[config.mk]
export PLATFORM = sky130hd
export DESIGN_NAME = regfile_wb_arbiter
export DESIGN_NICKNAME = d
export VERILOG_FILES = /design/src/rtl/regfile_wb_arbiter.sv
export SDC_FILE = /design/constraint.sdc
export NUM_CORES = 1
export LEC_CHECK = 0
export ABC_AREA = 0
export CELL_PAD_IN_SITES_DETAIL_PLACEMENT = 0
export CELL_PAD_IN_SITES_GLOBAL_PLACEMENT = 1
export CORE_UTILIZATION = 50
export DETAILED_ROUTE_END_ITERATION = 8
export DONT_BUFFER_PORTS = 1
export PLACE_DENSITY = 0.82
export SYNTH_ARGS = -nofsm -noshare
export SYNTH_HDL_FRONTEND = slang
export SYNTH_SLANG_ARGS = --single-unit
[constraint.sdc]
create_clock -name clk -period 4 [get_ports clk]
set_input_delay 0.4 -clock clk [delete_from_list [all_inputs] [get_ports clk]]
set_output_delay 0.4 -clock clk [all_outputs]
set_load 0.01 [all_outputs]
[src/rtl/regfile_wb_arbiter.sv]
// Register-file write-port arbiter between the core writeback (C) and the
// long-latency result path (L), with a per-register busy scoreboard for L results.
module regfile_wb_arbiter #(
    parameter int XLEN     = 32,
    parameter int NREG     = 32,
    parameter int AW       = 5,
    parameter int MAX_WAIT = 4
) (
    input  logic            clk,
    input  logic            rst_n,
    input  logic            c_valid,
    input  logic [AW-1:0]   c_rd,
    input  logic [XLEN-1:0] c_data,
    output logic            c_ready,
    input  logic            l_valid,
    input  logic [AW-1:0]   l_rd,
    input  logic [XLEN-1:0] l_data,
    output logic            l_ready,
    input  logic            rsv_valid,
    input  logic [AW-1:0]   rsv_rd,
    output logic            rsv_ready,
    input  logic [AW-1:0]   q_rs1,
    input  logic [AW-1:0]   q_rs2,
    input  logic [AW-1:0]   q_rd,
    output logic            hazard,
    output logic            rf_we,
    output logic [AW-1:0]   rf_addr,
    output logic [XLEN-1:0] rf_data,
    output logic [NREG-1:0] busy,
    output logic            err
);

    localparam logic [3:0]      MAX_WAIT_C = 4'(MAX_WAIT);
    localparam logic [AW-1:0]   X0         = {AW{1'b0}};
    localparam logic [NREG-1:0] ONE_HOT0   = {{(NREG-1){1'b0}}, 1'b1};

    logic [NREG-1:0] busy_r;
    logic [3:0]      wait_cnt_r;
    logic            err_r;

    logic            c_elig_s;
    logic            starve_s;
    logic            c_grant_s;
    logic            l_grant_s;
    logic            rsv_ok_s;
    logic [NREG-1:0] clr_mask_s;
    logic [NREG-1:0] set_mask_s;
    logic [NREG-1:0] busy_nxt_s;
    logic [3:0]      wait_nxt_s;
    logic            err_set_s;

    // Grant selection: C by default, L once it has been refused MAX_WAIT times.
    always_comb begin
        c_elig_s = c_valid && ((c_rd == X0) || (busy_r[c_rd] == 1'b0));
        starve_s = (wait_cnt_r == MAX_WAIT_C);
        if (!rst_n) begin
            c_grant_s = 1'b0;
            l_grant_s = 1'b0;
        end else if (c_elig_s && l_valid) begin
            c_grant_s = !starve_s;
            l_grant_s = starve_s;
        end else begin
            c_grant_s = c_elig_s;
            l_grant_s = l_valid;
        end
    end

    // Write-port mux from the granted requester; x0 writes are consumed silently.
    always_comb begin
        if (c_grant_s) begin
            rf_addr = c_rd;
            rf_data = c_data;
        end else if (l_grant_s) begin
            rf_addr = l_rd;
            rf_data = l_data;
        end else begin
            rf_addr = X0;
            rf_data = {XLEN{1'b0}};
        end
        rf_we = (c_grant_s || l_grant_s) && (rf_addr != X0);
    end

    // Scoreboard, starvation counter and error next-state; a set beats a same-cycle clear.
    always_comb begin
        rsv_ok_s   = rst_n && ((rsv_rd == X0) || (busy_r[rsv_rd] == 1'b0));
        clr_mask_s = (l_grant_s && (l_rd != X0)) ? (ONE_HOT0 << l_rd) : {NREG{1'b0}};
        set_mask_s = (rsv_valid && rsv_ok_s && (rsv_rd != X0)) ? (ONE_HOT0 << rsv_rd)
                                                               : {NREG{1'b0}};
        busy_nxt_s = (busy_r & ~clr_mask_s) | set_mask_s;
        if (l_valid && !l_grant_s) begin
            wait_nxt_s = starve_s ? wait_cnt_r : (wait_cnt_r + 4'd1);
        end else begin
            wait_nxt_s = 4'd0;
        end
        err_set_s = (l_grant_s && (l_rd != X0) && (busy_r[l_rd] == 1'b0))
                 || (rsv_valid && !rsv_ok_s);
    end

    // State registers with synchronous active-low reset.
    always_ff @(posedge clk) begin
        if (!rst_n) begin
            busy_r     <= {NREG{1'b0}};
            wait_cnt_r <= 4'd0;
            err_r      <= 1'b0;
        end else begin
            busy_r     <= busy_nxt_s;
            wait_cnt_r <= wait_nxt_s;
            err_r      <= err_r || err_set_s;
        end
    end

    assign c_ready   = c_grant_s;
    assign l_ready   = l_grant_s;
    assign rsv_ready = rsv_ok_s;
    assign hazard    = rst_n && (((q_rs1 != X0) && busy_r[q_rs1])
                              || ((q_rs2 != X0) && busy_r[q_rs2])
                              || ((q_rd  != X0) && busy_r[q_rd]));
    assign busy      = busy_r;
    assign err       = err_r;

endmodule

==> results by group, run 1 <==
Synthesis
  – Mapped Area: 0.003835 sq mm
  – Yosys warnings: 0
  – #FFs+latches synth: 37
  – Synth area leaders: mux4_2 21%, dfxtp_1 19%, a22o_1 8.7%
  – Net Count, Synth: 536
  – Ys flop type: dfxtp_1
  – Synth cell types: 55
  – Average size of a mapped cell: 8.816 sq um
  – Post-synth top area share: 20.55%
  – Cells after synthesis: 435
  – Register area share after synthesis: 19.31%
  – Area leader, netlist: mux4_2
  – Post-synth EDFFs: 0
  – Fraction of registers with async set/reset: 0%

Routing
  – Antenna viol nets, final: 0
  – DR pass1 iterations: 8
  – Vias per cell: 7.442
  – WL/cell: 26.56 microns
  – DRC violations left: 0
  – Initial drt markers: 428
  – Final wirelength: 13630 microns
  – Vias: 3818

Timing
  – Hold WS: 0.2309 ns
  – Final setup viols: 0
  – Achievable Freq: 288.3 MHz
  – Skew final: 0.01841 ns
  – RSZ-0062 raised after global routing: no
  – Final setup margin: 0.5317 ns
  – Measured slew at the worst slew-check pin: 0.8424 ns
  – Setup TNS: 0 ns
  – Rel. slew slack: 43.72%
  – Period utilization: 86.71%
  – Min Tclk post-route: 3.468 ns
  – Final hold vios: 0
  – Final Slew Violations: 0

Global route
  – Grt total ovfl: 0
  – First-pass GRT wire length: 19370 microns
  – GRT Util Overall: 33.25%
  – Largest net degree at the start of global routing: 42
  – Antenna violations before repair: 0
  – Vias in the first global route: 3417

Critical path
  – Worst EP arrival: 3.07 ns
  – Crit-path max FO: 39
  – Crit. End Element: output pin
  – Setup CP Type: flop to output pin
  – R2r setup slk: 0.96 ns
  – Startpoint Class: flop
  – Worst EP required: 3.60 ns

Final layout
  – Fillers: 649
  – Final std cells w/o fill: 513
  – Final nets: 514
  – Util after Layout: 54.70%
  – Share of post-route cells with drive strength above 1: 17.39%
  – Antenna diodes: 0
  – Most frequent cells in the layout: 48 x nand2_1, 38 x a22o_1, 37 x dfxtp_1
  – Final instance area: 0.004010 sq mm
  – Most common cell after layout, fill and taps aside: nand2_1
  – Syn-to-layout area delta: 4.568%

Clock tree
  – # hold bufs at CTS: 0
  – CTS root buffer: clkbuf_8
  – Postcts setup bufs: 0
  – CTS tree: yes
  – Clock Path Buffers: 2
  – Clk slew on worst S/H paths: 0.08 ns
  – Worst-Skew Late Latency: 0.30 ns
  – Max H-tree Level: 2
  – Clk sinks: 37
  – Cts repair resizes: 0
  – CTS buffer count: 5

Die
  – IO Pins: 174
  – Die area: 0.008024 sq mm
  – Die height: 89.58 microns
  – Initial Util: 52.31%
  – Rows: 31
  – Core ar.: 0.007331 sq mm
  – Die X: 89.58 microns

Power and ir drop
  – Max IR drop VDD: 163.5 uV
  – Leakage: 1.487 nW
  – PwrDens: 241.2 mW/mm^2
  – Overall power: 0.9672 mW

Hold path
  – Worst min-delay path class: input pin to flop

Placement
  – Port Buffers: 0
  – Pre-CTS WS: 0.9206 ns
  – Placed Cells incl. Taps: 505
  – DP Area: 0.003876 sq mm
  – HPWL after DPL: 9982 microns
  – Placer Congestion: 0.9687

Run status
  – Status: finished clean

Job
  – # Max-Cap Violations: 0
==> area by class of cell <==
cell class | count | area [sq um] | share of cell area, %
Clock buffer | 5 | 68.82 | 1.716
Clock inverter | 3 | 65.06 | 1.622
Inverter | 8 | 30.03 | 0.7488
Multi-Input combinational cell | 351 | 2894 | 72.17
Sequential cell | 37 | 740.7 | 18.47
Tap cell | 99 | 123.9 | 3.089
Timing Repair Buffer | 10 | 87.58 | 2.184
==> metal layers <==
layer / GRT usage, % / share of wire (%)
met1: 48.61 / 41
met2: 49.52 / 45
met3: 6.307 / 12
met4: 10.82 / 2.9
met5: 0 / 0
==> worst paths after layout <==
path,start,endpoint,cells after the start
setup / recovery,busy[5],rf_data[17],7
hold / removal,rst_n,busy[0],1
setup reg to reg,busy[5],busy[5],8
hold reg to reg,wait_cnt_r[0],wait_cnt_r[0],1
==> power by group <==
part,switching (mW),leakage [nW],internal [mW]
registers,0.0115,0.299,0.373
logic,0.0992,1.12,0.0863
clock network,0.149,0.0681,0.248
total,0.260,1.49,0.708
==> synth_stat cells (all sizes together) (8+ instances only) <==
| cell type | count |
|---|---|
| a21oi | 16 |
| a22o | 38 |
| and3 | 16 |
| buf | 14 |
| clkbuf | 25 |
| dfxtp | 37 |
| inv | 8 |
| mux2 | 8 |
| mux2i | 28 |
| mux4 | 35 |
| nand2 | 48 |
| nand2b | 8 |
| nand3 | 16 |
| nor2 | 27 |
| nor2b | 11 |
| nor3 | 10 |
| o22ai | 14 |
==> worst max-delay path: stages, from the launching register on <==
cell      delay (ns)
dfxtp_1         0.64
mux2i_1         0.15
a211oi_1        0.27
o211ai_1        0.12
and4_4          0.20
o211ai_4        0.24
nor2b_4         0.81
a22o_1          0.31
==> sequential cells by signal (all words and copies together), names as in the netlist <==
register	flops
busy	32
err	1
wait_cnt_r	4
==> logic make-up after synthesis <==
kind of cell	Yosys count	share of synthesized area [%]
buf+inv	47	5.612
compound gates	117	23.10
simple gates	159	20.65
flops	37	19.31
xor+xnor	2	0.4569
mux	71	30.21
fa+ha+maj	2	0.6524
Power figures use the tool's default switching activity.
==> run 2: changes to the inputs <==
Settings changed: CAP_MARGIN from default to 20.
==> results of run 2 <==
No change in the layout: final DEF, timing and power equal those of run 1.
